==> config.mk <==
export PLATFORM = sky130hd
export DESIGN_NAME = bit_serializer
export DESIGN_NICKNAME = d
export VERILOG_FILES = /design/src/rtl/ser_pkg.sv /design/src/rtl/word_hold_reg.sv /design/src/rtl/bit_serializer.sv
export SDC_FILE = /design/constraint.sdc
export NUM_CORES = 1
export LEC_CHECK = 0
export CAP_MARGIN = 20
export CORE_MARGIN = 3
export CORE_UTILIZATION = 35
export CTS_BUF_LIST = sky130_fd_sc_hd__clkbuf_16
export DETAILED_ROUTE_END_ITERATION = 10
export PLACE_DENSITY = 0.52
export RECOVER_POWER = 50
export SYNTH_ARGS = -nofsm -noshare
export SYNTH_HDL_FRONTEND = slang
export SYNTH_HIERARCHICAL = 1
export SYNTH_SLANG_ARGS = --single-unit
==> constraint.sdc <==
create_clock -name clk -period 5.9 [get_ports clk]
set_input_delay 1.18 -clock clk [delete_from_list [all_inputs] [get_ports clk]]
set_output_delay 1.18 -clock clk [all_outputs]
set_load 0.03 [all_outputs]
==> src/rtl/ser_pkg.sv <==
// Shared definitions for the bit serializer and the downstream detector bench:
// FSM state encoding and default word width / idle level.
package ser_pkg;

  typedef enum logic {
    S_IDLE  = 1'b0,
    S_SHIFT = 1'b1
  } state_e;

  localparam int   DEFAULT_WIDTH    = 8;
  localparam logic DEFAULT_IDLE_BIT = 1'b1;

endpackage : ser_pkg

==> src/rtl/word_hold_reg.sv <==
// One-entry valid/data holding register used as the skid slot between the
// input handshake and the shift register.
module word_hold_reg #(
  parameter int WIDTH = 8
) (
  input  logic             clk,
  input  logic             rst,
  input  logic             load,
  input  logic [WIDTH-1:0] data_in,
  input  logic             clear,
  output logic             valid,
  output logic [WIDTH-1:0] data
);

  logic             valid_q;
  logic [WIDTH-1:0] data_q;

  // Clear wins over load; the parent never asks for both in one cycle.
  always_ff @(posedge clk or posedge rst) begin
    if (rst) begin
      valid_q <= 1'b0;
      data_q  <= '0;
    end else if (clear) begin
      valid_q <= 1'b0;
    end else if (load) begin
      valid_q <= 1'b1;
      data_q  <= data_in;
    end
  end

  assign valid = valid_q;
  assign data  = data_q;

endmodule : word_hold_reg

==> src/rtl/bit_serializer.sv <==
// Parallel-to-serial front end: accepts WIDTH-bit words on valid/ready and
// emits one bit per clock on x, back-to-back words with no gap cycles.
//
// Handshake: a word transfers on a rising edge where in_valid && in_ready;
// in_data is sampled at that edge, and the producer keeps in_valid high with
// stable data until then. in_ready depends only on registered state.
module bit_serializer
  import ser_pkg::*;
#(
  parameter int   WIDTH     = DEFAULT_WIDTH,
  parameter bit   MSB_FIRST = 1'b1,
  parameter logic IDLE_BIT  = DEFAULT_IDLE_BIT
) (
  input  logic             clk,
  input  logic             rst,
  input  logic [WIDTH-1:0] in_data,
  input  logic             in_valid,
  output logic             in_ready,
  output logic             x,
  output logic             x_valid,
  output logic             word_done,
  output logic             busy
);

  localparam int             CW       = $clog2(WIDTH);
  localparam logic [CW-1:0]  LAST_CNT = CW'(WIDTH - 1);

  state_e           state_q, state_d;
  logic [WIDTH-1:0] shreg_q, shreg_d;
  logic [CW-1:0]    bitcnt_q, bitcnt_d;

  logic             hold_valid;
  logic [WIDTH-1:0] hold_data;
  logic             hold_load;
  logic             hold_clear;

  logic             active;
  logic             last_bit;
  logic             accept;
  logic [WIDTH-1:0] shifted;

  assign active   = (state_q == S_SHIFT);
  assign last_bit = active && (bitcnt_q == LAST_CNT);
  assign accept   = in_valid && in_ready;
  // Move the next bit toward whichever end drives x.
  assign shifted  = MSB_FIRST ? {shreg_q[WIDTH-2:0], 1'b0}
                              : {1'b0, shreg_q[WIDTH-1:1]};

  word_hold_reg #(
    .WIDTH(WIDTH)
  ) u_hold (
    .clk    (clk),
    .rst    (rst),
    .load   (hold_load),
    .data_in(in_data),
    .clear  (hold_clear),
    .valid  (hold_valid),
    .data   (hold_data)
  );

  always_ff @(posedge clk or posedge rst) begin
    if (rst) begin
      state_q  <= S_IDLE;
      shreg_q  <= '0;
      bitcnt_q <= '0;
    end else begin
      state_q  <= state_d;
      shreg_q  <= shreg_d;
      bitcnt_q <= bitcnt_d;
    end
  end

  always_comb begin
    state_d    = state_q;
    shreg_d    = shreg_q;
    bitcnt_d   = bitcnt_q;
    hold_load  = 1'b0;
    hold_clear = 1'b0;
    case (state_q)
      S_IDLE: begin
        if (accept) begin
          shreg_d  = in_data;
          bitcnt_d = '0;
          state_d  = S_SHIFT;
        end
      end
      S_SHIFT: begin
        if (!last_bit) begin
          shreg_d   = shifted;
          bitcnt_d  = bitcnt_q + 1'b1;
          hold_load = accept;
        end else if (hold_valid) begin
          // Held word takes the slot right after the last bit.
          shreg_d    = hold_data;
          bitcnt_d   = '0;
          hold_clear = 1'b1;
        end else if (accept) begin
          shreg_d  = in_data;
          bitcnt_d = '0;
        end else begin
          state_d  = S_IDLE;
          bitcnt_d = '0;
        end
      end
      default: begin
        state_d    = S_IDLE;
        hold_clear = 1'b1;
      end
    endcase
  end

  assign x         = active ? (MSB_FIRST ? shreg_q[WIDTH-1] : shreg_q[0]) : IDLE_BIT;
  assign x_valid   = active;
  assign word_done = last_bit;
  assign in_ready  = !hold_valid;
  assign busy      = active || hold_valid;

endmodule : bit_serializer

Word level (Yosys, flattened, before mapping)
Index checks and enable logic that the tools add are counted.
{ "totals": {"regBits": 21, "inputBits": 11, "out_inout_bits": 5, "elab_cells": 35} }
{ "classes": {"add_sub_neg": 1, "eq_ne": 2, "n_mux": 19, "bitwise_logic": 2, "reduce_logical": 6} }
{ "ops": {"columns": ["op", "n"], "rows": [
  ["$mux W8", 3],
  ["$pmux W8 S2", 1],
  ["$mux W1", 11],
  ["$mux W3", 2],
  ["$pmux W3 S2", 1],
  ["$add A3 B1 Y3 const B", 1],
  ["$eq A3 B3 Y1 const B", 1],
  ["$logic_and A1 B1 Y1", 2],
  ["$ne A2 B2 Y1 const B", 1],
  ["$not A1 Y1", 2],
  ["$pmux W1 S2", 1],
  ["$reduce_and A2 Y1", 1],
  ["$reduce_bool A2 Y1", 1],
  ["$logic_not A1 Y1", 1],
  ["$logic_or A1 B1 Y1", 1]
]} }

Logic depth before layout (Yosys ltp)
Gate-level depths: netlist of the first run.
{ "logic_depth": {"ltp_word": 6, "ltp_mapped": 8, "ltp_nobuf": 6} }

Hierarchy
Netlist of the first run, hierarchy kept.
{ "modules_own_cells": {"columns": ["mod", "n_inst", "cells_per_inst", "area_each_um2", "seq_area_each_um2"], "rows": [
  ["bit_serializer", 1, 98, 872.1, 300.3],
  ["word_hold_reg", 1, 22, 381.6, 225.2]
]} }

Worst setup path before layout of the first run
OpenSTA, ideal clock, no wires.
{ "synth_path": {"path_kind": "reg-to-output", "start": "register state_q (netlist: x_valid)", "end": "output word_done", "arrival_ps": 1378, "required_ps": 4720, "slack_ps": 3342, "path_stages_with_launch": 4, "n_path_buf": 2, "path_cell_list": "dfrtp_1 -> clkbuf_1 -> clkbuf_1 -> and2_1"} }
{ "synth_via": {"elab_chain_len": 1} }
{ "synth_lines": {"columns": ["item", "line_no", "text"], "rows": [
  ["start: declaration", "bit_serializer.sv:28", "state_e state_q, state_d;"],
  ["start signal: assignment", "bit_serializer.sv:67", "state_q <= state_d;"],
  ["$logic_and A1 B1 Y1", "bit_serializer.sv:43", "assign last_bit = active && (bitcnt_q == LAST_CNT);"],
  ["end: declaration", "bit_serializer.sv:21", "output logic word_done,"]
]} }
Every way passes these cells.

Worst setup path in the final report of the first run
{ "layout_path": {"start": "register bitcnt_q[0]", "end": "output word_done"} }
{ "layout_via": {"elab_chain_len": 2} }
{ "layout_lines": {"columns": ["item", "line_no", "text"], "rows": [
  ["start: declaration", "bit_serializer.sv:30", "logic [CW-1:0] bitcnt_q, bitcnt_d;"],
  ["start signal: assignment", "bit_serializer.sv:69", "bitcnt_q <= bitcnt_d;"],
  ["$eq A3 B3 Y1", "bit_serializer.sv:43", null],
  ["$logic_and A1 B1 Y1", "bit_serializer.sv:43", null]
]} }
Every way passes these cells.

==> results.rst, run 1 <==
.. list-table::
   :header-rows: 1

   * - Metric
     - Value
   * - Critical path class
     - flip-flop to output pin
   * - Synth-to-layout area growth
     - 19.16%
   * - Required time worst endpoint
     - 4.72 ns
   * - Pins Over Slew Limit
     - 0
   * - Resize count post-CTS
     - 0
   * - Power density relative to cell area
     - 485.2 nW/um^2
   * - Number of distinct library cell variants in the gate-level netlist after synthesis
     - 28
   * - Maximum net fanout on the critical path
     - 21
   * - Cell class contributing the biggest share of worst-path delay
     - buffers and inverters
   * - Critical Path Start Type
     - flip-flop
   * - Remaining global-route overflow
     - 0
   * - Total of buffers placed on input and output ports
     - 15
   * - DIE AREA
     - 4336 um^2
   * - Total DRC errors in the routed layout
     - 0
   * - Core Rows
     - 21
   * - Peak VDD IR
     - 249.2 uV
   * - Power share of the clock group
     - 0.195
   * - Total number of H-tree levels
     - 1
   * - Top routing layer used
     - met4
   * - Insertion delay to the later sink of the worst-skew pair
     - 0.25 ns
   * - TritonCTS buffer count
     - 3
   * - FF+latch area
     - 525.5 um^2
   * - Biggest cell delay along the critical path
     - 0.59 ns
   * - Post-DP HPWL
     - 1707 um
   * - Pre-Repair DR Iteration Count
     - 4
   * - Total met3 wirelength after detailed routing
     - 114 um
   * - Sw Ratio
     - 0.3390
   * - Cell internal pwr
     - 479.1 uW
   * - Count of nets left with antenna violations after detail routing
     - 0
   * - Post-CTS setup repair buffer count
     - 0
   * - Floorplan die height
     - 65.85 um
   * - Core Area
     - 3390 um^2
   * - Number of design-rule violations left by the first detailed-router iteration
     - 51
   * - Ratio of final minimum period to clock period
     - 0.5380
   * - Met2 Routed Length
     - 1123 um
   * - Run status
     - finished clean
   * - Synth Area in Simple Gates
     - 0.1257
   * - Fraction of the yosys area taken by sequential cells
     - 0.4192
   * - Minimum clock period
     - 3.174 ns
   * - Max_slew headroom
     - 0.6216
   * - Slew at the pin with the worst max-slew slack
     - 0.5676 ns
   * - Clk buf depth
     - 2
   * - Final instance area
     - 1494 um^2
   * - Share of post-route cells with drive strength above 1
     - 0.1679
   * - Sequential power share
     - 0.371
   * - Diode count
     - 0
   * - Instance count of the mapped netlist
     - 120
   * - Count of vias placed by the detailed router
     - 878
   * - Library cell with the largest summed area after synthesis
     - dfrtp_1
   * - Final total negative setup slack
     - 0 ns
   * - Area of the multi-input gates
     - 624.3 um^2
   * - Wire length reported by the detailed router
     - 2530 um
   * - Hold slack
     - 0.5068 ns
   * - Max Fclk
     - 315.0 MHz
   * - Starting utilization of the core area
     - 0.3699
   * - Yosys Warn Count
     - 6
   * - Leakage component of the power
     - 0.6680 nW
   * - Prevailing post-synth register cell
     - dfrtp_1
   * - Via count of the first global-routing pass
     - 862
   * - Number of endpoints failing setup at the final stage
     - 0
   * - TritonCTS clock tree
     - done
   * - Hold Crit Class
     - flip-flop to flip-flop
   * - RSZ-0062 raised after global routing
     - no
   * - Number of enable-type register cells in the synthesized netlist
     - 0
   * - Post-CTS Hold Buffers
     - 0
   * - Mapped cell area
     - 1254 um^2
   * - Synth async-reset ratio
     - 1.000
   * - Clock transition at the register clock pins on the worst setup and hold paths after CTS
     - 0.06 ns
   * - Number of placed I/O pins
     - 16
   * - Endpoint kind of the worst setup timing path
     - output pin
   * - Total routed wire length on the met1 layer
     - 1267 um
   * - Synthesized netlist net count
     - 133
   * - Combinational cell fraction of total power
     - 0.434
   * - Clock Sinks
     - 21
   * - CP Buf/Inv Count
     - 2
   * - Switching component of the power
     - 245.7 uW
   * - Ordered cell list for the critical path
     - ha_1, ha_1, buf_4, and2_1, clkdlybuf4s50_1
   * - Xor and xnor fraction of the mapped netlist area
     - 0
   * - Area contributors post-synth
     - dfrtp_1, mux2_4, o21ai_0
   * - Filler Cell Count
     - 333
   * - CP max stage cell
     - clkdlybuf4s50_1
   * - Max cap viols
     - 0
   * - Worst path arrival time
     - 1.99 ns
   * - Total cell area at the placement stage
     - 1414 um^2
   * - Horizontal die dimension
     - 65.85 um
   * - Arithmetic-cell share of the synthesized area counting full adders, half adders and majority gates
     - 0.01996
   * - Routed wire per std cell
     - 14.29 um
   * - Weighted congestion reported at the end of routability-driven placement
     - 0.6911
   * - Per-cell via count in the routed design
     - 4.960
   * - Worst setup skew after layout
     - 0.004735 ns
   * - Share of the synthesized area in the top cell type
     - 0.4192
   * - CTS root buffer
     - clkbuf_16
   * - Largest family of logic cells by synthesized area
     - multiplexers
   * - Cell repeated most along the worst path
     - ha_1
   * - Synth Area in Compound Gates
     - 0.1377
   * - Initial antenna violation count
     - 0
   * - Synth Area per Inst
     - 10.45 um^2
   * - Largest net degree at the start of global routing
     - 29
   * - Final hold viol count
     - 0
   * - Count of nets after finishing
     - 145
   * - Overall track demand over capacity in global routing
     - 0.1309
   * - Mux share of post-synthesis cell area
     - 0.2146
   * - Synthesis-stage register bit count
     - 21
   * - Wire length of the first global-routing pass
     - 4409 um
==> routing by layer <==
layer	GRT usage	vias up
li1	-	436
met1	0.1902	419
met2	0.2015	21
met3	0.01701	2
met4	0.03886	0
met5	0	-
==> flip-flops by register name, summed over array words and instances, names as in the netlist <==
| register | flops |
|---|---|
| shreg_q | 8 |
| x_valid | 1 |
| bitcnt_q | 3 |
| u_hold/data | 8 |
| u_hold/valid | 1 |
==> power groups by stage <==
stage	Combinational, mW	Clock, mW	Sequential [mW]
2_1_floorplan	0.263	0	0.253
3_3_place_gp	0.309	0	0.271
3_5_place_dp	0.318	0	0.269
4_1_cts	0.319	0.145	0.269
5_1_grt	0.347	0.155	0.281
6_report	0.315	0.142	0.269
==> placed cells by master (no fill, tap or decap), types with 5 or more instances in the layout <==
cell type	netlist	layout
o22a_1	7	7
clkdlybuf4s50_1	0	13
o21ai_0	16	16
mux2i_1	7	7
mux2_2	5	5
inv_1	11	11
nand3_1	7	7
mux2_4	8	8
nand2_1	5	5
dfrtp_1	21	21
==> cell families (layout without fill, tap and decap cells) <==
| family | Yosys count | in the layout |
|---|---|---|
| flops | 21 | 21 |
| fa+ha+maj | 2 | 2 |
| compound gates | 27 | 27 |
| simple gates | 27 | 27 |
| buf+inv | 21 | 32 |
| mux | 22 | 22 |
==> through the flow <==
stage | power (mW) | instances | worst slack, ns | util
3_5_place_dp | 0.5873 | 173 | 2.593 | 0.4171
5_1_grt | 0.7833 | 177 | 2.632 | 0.4408
4_1_cts | 0.7326 | 177 | 2.715 | 0.4408
3_3_place_gp | 0.5800 | 173 | 2.629 | 0.4171
2_1_floorplan | 0.5156 | 120 | 3.342 | -
6_report | 0.7248 | 177 | 2.726 | 0.4408
==> area by class of cell <==
type                    instances  area share
well taps                      46     0.03853
clock inverters                 1    0.003350
multi-input cells              78      0.4179
repair buffers                 17      0.1106
inverters                      11     0.02764
flip-flops and latches         21      0.3518
clock buffers                   3     0.05025
==> worst register-to-register path, cell delays in order, from the launching register on <==
cell	delay, ns
dfrtp_1	0.40
ha_1	0.21
ha_1	0.17
buf_4	0.20
nand2b_1	0.17
nor2_1	0.14
nor2b_4	0.37
mux2_4	0.33
==> synthesized netlist by cell type, types with 2 or more instances <==
cell and number:
o21ai_0 16, ha_1 2, buf_6 3, dfrtp_1 21
nor2_1 3, clkbuf_1 5, mux2_1 2, mux2_2 5
nor2b_4 2, nand2_1 5, mux2i_1 7, mux2_4 8
nand2b_1 4, o22a_1 7, nand3_1 7, inv_1 11
==> path summary, 6_finish.rpt <==
check                      cells after the start         from             end  slack (ns)
max                                            5  bitcnt_q[0]       word_done        2.73
min                                            1  bitcnt_q[0]     bitcnt_q[0]        0.51
max reg2reg                                    7  bitcnt_q[0]  u_hold/data[6]        3.79
min reg2reg                                    1  bitcnt_q[0]     bitcnt_q[0]        0.51
max in group asynchronous                      2          rst      shreg_q[6]        4.13
min in group asynchronous                      2          rst  u_hold/data[1]        1.36
Power figures use the tool's default switching activity.
==> run 2, diff against run 1 <==
==> constraint.sdc (replaced) <==
create_clock -name clk -period 3 [get_ports clk]
set_input_delay 0.6 -clock clk [delete_from_list [all_inputs] [get_ports clk]]
set_output_delay 0.6 -clock clk [all_outputs]
set_load 0.03 [all_outputs]
==> run 2 against run 1 <==
  * Sequential share of layout area shrank 0.26 points
  * Clock power grew 100%
  * Non-clock buffer count grew 2
  * Total power grew 99%
  * Critical path type is now flip-flop to flip-flop
  * Final cell count grew 1.1%
==> results.rst, run 2 (synthesis results as in run 1) <==
.. list-table::
   :header-rows: 1

   * - Metric
     - Value
   * - Run status
     - finished clean (unchanged)
   * - Cell repeated most along the worst path
     - ha_1 (unchanged)
   * - Filler Cell Count
     - 326 (was 333)
   * - Leakage component of the power
     - 0.6728 nW (was 0.6680 nW)
   * - Critical Path Start Type
     - flip-flop (unchanged)
   * - Hold Crit Class
     - flip-flop to flip-flop (unchanged)
   * - CP Buf/Inv Count
     - 1 (was 2)
   * - Floorplan die height
     - 65.85 um (unchanged)
   * - Cell count of the worst hold path
     - 1 (unchanged)
   * - Initial antenna violation count
     - 0 (unchanged)
   * - Total cell area at the placement stage
     - 1429 um^2 (was 1414 um^2)
   * - Post-CTS Hold Buffers
     - 0 (unchanged)
   * - Slew at the pin with the worst max-slew slack
     - 0.7829 ns (was 0.5676 ns)
   * - Via count of the first global-routing pass
     - 969 (was 862)
   * - Maximum net fanout on the critical path
     - 20 (was 21)
   * - RSZ-0062 raised after global routing
     - no (unchanged)
   * - Insertion delay to the later sink of the worst-skew pair
     - 0.25 ns (about the same)
   * - Diode count
     - 0 (unchanged)
   * - Core Area
     - 3390 um^2 (unchanged)
   * - Post-DP HPWL
     - 1908 um (was 1707 um)
   * - Ordered cell list for the critical path
     - ha_1, ha_1, clkbuf_1, nand2b_1, nor2_1, nor2b_4, mux2_4 (was ha_1, ha_1, buf_4, and2_1, clkdlybuf4s50_1)
   * - Ratio of final minimum period to clock period
     - 0.8118
   * - Final core utilization
     - 0.4441 (was 0.4408)
   * - Max_slew headroom
     - 0.4781 (was 0.6216)
   * - Resize count post-CTS
     - 0 (unchanged)
   * - TritonCTS clock tree
     - done (unchanged)
   * - Pre-Repair DR Iteration Count
     - 4 (unchanged)
   * - Wire length of the first global-routing pass
     - 4816 um (was 4409 um)
   * - DIE AREA
     - 4336 um^2 (unchanged)
   * - Overall track demand over capacity in global routing
     - 0.1447 (was 0.1309)
   * - Largest net degree at the start of global routing
     - 21 (was 29)
   * - Routed wire per std cell
     - 15.53 um (was 14.29 um)
   * - Clock Sinks
     - 21 (unchanged)
   * - Cell class contributing the biggest share of worst-path delay
     - simple AND/OR/NAND/NOR gates (was buffers and inverters)
   * - Core Rows
     - 21 (unchanged)
   * - Leading cell type in the layout, fill and taps excluded
     - dfrtp_1 (unchanged)
   * - Pins Over Slew Limit
     - 0 (unchanged)
   * - Remaining global-route overflow
     - 0 (unchanged)
   * - Clk buf depth
     - 2 (unchanged)
   * - Max Fclk
     - 410.6 MHz
   * - Final instance area
     - 1505 um^2 (was 1494 um^2)
   * - Share of post-route cells with drive strength above 1
     - 0.1729 (was 0.1679)
   * - Number of endpoints failing setup at the final stage
     - 0 (unchanged)
   * - Per-cell via count in the routed design
     - 4.978 (was 4.960)
   * - Minimum clock period
     - 2.435 ns
   * - Max cap viols
     - 0 (unchanged)
   * - Number of placed I/O pins
     - 16 (unchanged)
   * - Critical path class
     - flip-flop to flip-flop (was flip-flop to output pin)
   * - CP max stage cell
     - dfrtp_1 (was clkdlybuf4s50_1)
   * - Total DRC errors in the routed layout
     - 0 (unchanged)
   * - Cell count along the critical path
     - 7 (was 5)
   * - Worst path arrival time
     - 2.57 ns (was 1.99 ns)
   * - Worst reg2reg path depth
     - 7 (unchanged)
   * - Weighted congestion reported at the end of routability-driven placement
     - 0.7331 (was 0.6911)
   * - Final Worst Setup Slack
     - 0.5647 ns (was 2.726 ns)
   * - CTS root buffer
     - clkbuf_16 (unchanged)
   * - Required time worst endpoint
     - 3.13 ns (was 4.72 ns)
   * - Number of design-rule violations left by the first detailed-router iteration
     - 39 (was 51)
   * - Total number of H-tree levels
     - 1 (unchanged)
   * - Clock transition at the register clock pins on the worst setup and hold paths after CTS
     - 0.06 ns (about the same)
   * - Top library cells by usage in the layout, fill and taps aside
     - dfrtp_1, o21ai_0, clkdlybuf4s50_1 (unchanged)
   * - Count of nets left with antenna violations after detail routing
     - 0 (unchanged)
   * - Final total negative setup slack
     - 0 ns (unchanged)
   * - Peak VDD IR
     - 397.4 uV (was 249.2 uV)
   * - Biggest cell delay along the critical path
     - 0.40 ns (was 0.59 ns)
   * - Count of vias placed by the detailed router
     - 891 (was 878)
   * - Wire length reported by the detailed router
     - 2780 um (was 2530 um)
   * - Endpoint kind of the worst setup timing path
     - flip-flop (was output pin)
   * - Minimum setup slack after placement
     - 0.6886 ns (was 2.593 ns)
   * - Synth-to-layout area growth
     - 20.06% (was 19.16%)
   * - Power density relative to cell area
     - 960.0 nW/um^2 (was 485.2 nW/um^2)
   * - Count of nets after finishing
     - 147 (was 145)
   * - Final hold viol count
     - 0 (unchanged)
   * - Total of buffers placed on input and output ports
     - 15 (unchanged)
   * - Post-CTS setup repair buffer count
     - 0 (unchanged)
   * - Horizontal die dimension
     - 65.85 um (unchanged)
   * - TritonCTS buffer count
     - 3 (unchanged)
   * - Worst setup skew after layout
     - 0.005055 ns (was 0.004735 ns)
   * - Starting utilization of the core area
     - 0.3699 (unchanged)
run 2: worst reg2reg max path, cell delays in order (launching register included):
cell and delay (ns):
dfrtp_1 0.40, ha_1 0.21, ha_1 0.19, clkbuf_1 0.35, nand2b_1 0.30, nor2_1 0.15
nor2b_4 0.38, mux2_4 0.34
run 2: worst paths after layout:
path	from	to	slack, ns
setup / recovery	bitcnt_q[0]	u_hold/data[5]	0.56
hold / removal	bitcnt_q[0]	bitcnt_q[0]	0.51
setup reg to reg	bitcnt_q[0]	u_hold/data[5]	0.56
hold reg to reg	bitcnt_q[0]	bitcnt_q[0]	0.51
max in group asynchronous	rst	shreg_q[6]	1.78
min in group asynchronous	rst	u_hold/valid	0.77
run 2: area by class of cell:
| class | count | area (um^2) | share of cell area |
|---|---|---|---|
| clock buffers | 3 | 75.07 | 0.04988 |
| clock inverters | 1 | 5.005 | 0.003325 |
| inverters | 11 | 41.29 | 0.02743 |
| multi-input cells | 78 | 624.3 | 0.4148 |
| flip-flops and latches | 21 | 525.5 | 0.3491 |
| well taps | 46 | 57.56 | 0.03824 |
| repair buffers | 19 | 176.4 | 0.1172 |
run 2: per-layer routing:
metal  part of all wire  up-vias  track usage
met2               0.44       12       0.2203
met4             0.0029        0      0.03886
li1                   -      442            -
met1               0.53      435       0.2133
met5                  0        -            0
met3              0.024        2      0.02041
run 2: power breakdown:
group | internal, mW | switching, mW | total [mW] | leakage (nW)
combinational | 0.349 | 0.297 | 0.645 | 0.380
sequential | 0.420 | 0.0946 | 0.515 | 0.252
clock | 0.179 | 0.106 | 0.285 | 0.0409
total | 0.948 | 0.497 | 1.45 | 0.673
run 2: stage by stage:
step | cells | hold WS [ns] | power, mW
5_1_grt | 179 | 0.5311 | 1.560
6_report | 179 | 0.5110 | 1.445
3_5_place_dp | 175 | 0.4938 | 1.171
2_1_floorplan | 120 | 0.4279 | 1.014
4_1_cts | 179 | 0.5103 | 1.459
3_3_place_gp | 175 | 0.4946 | 1.156
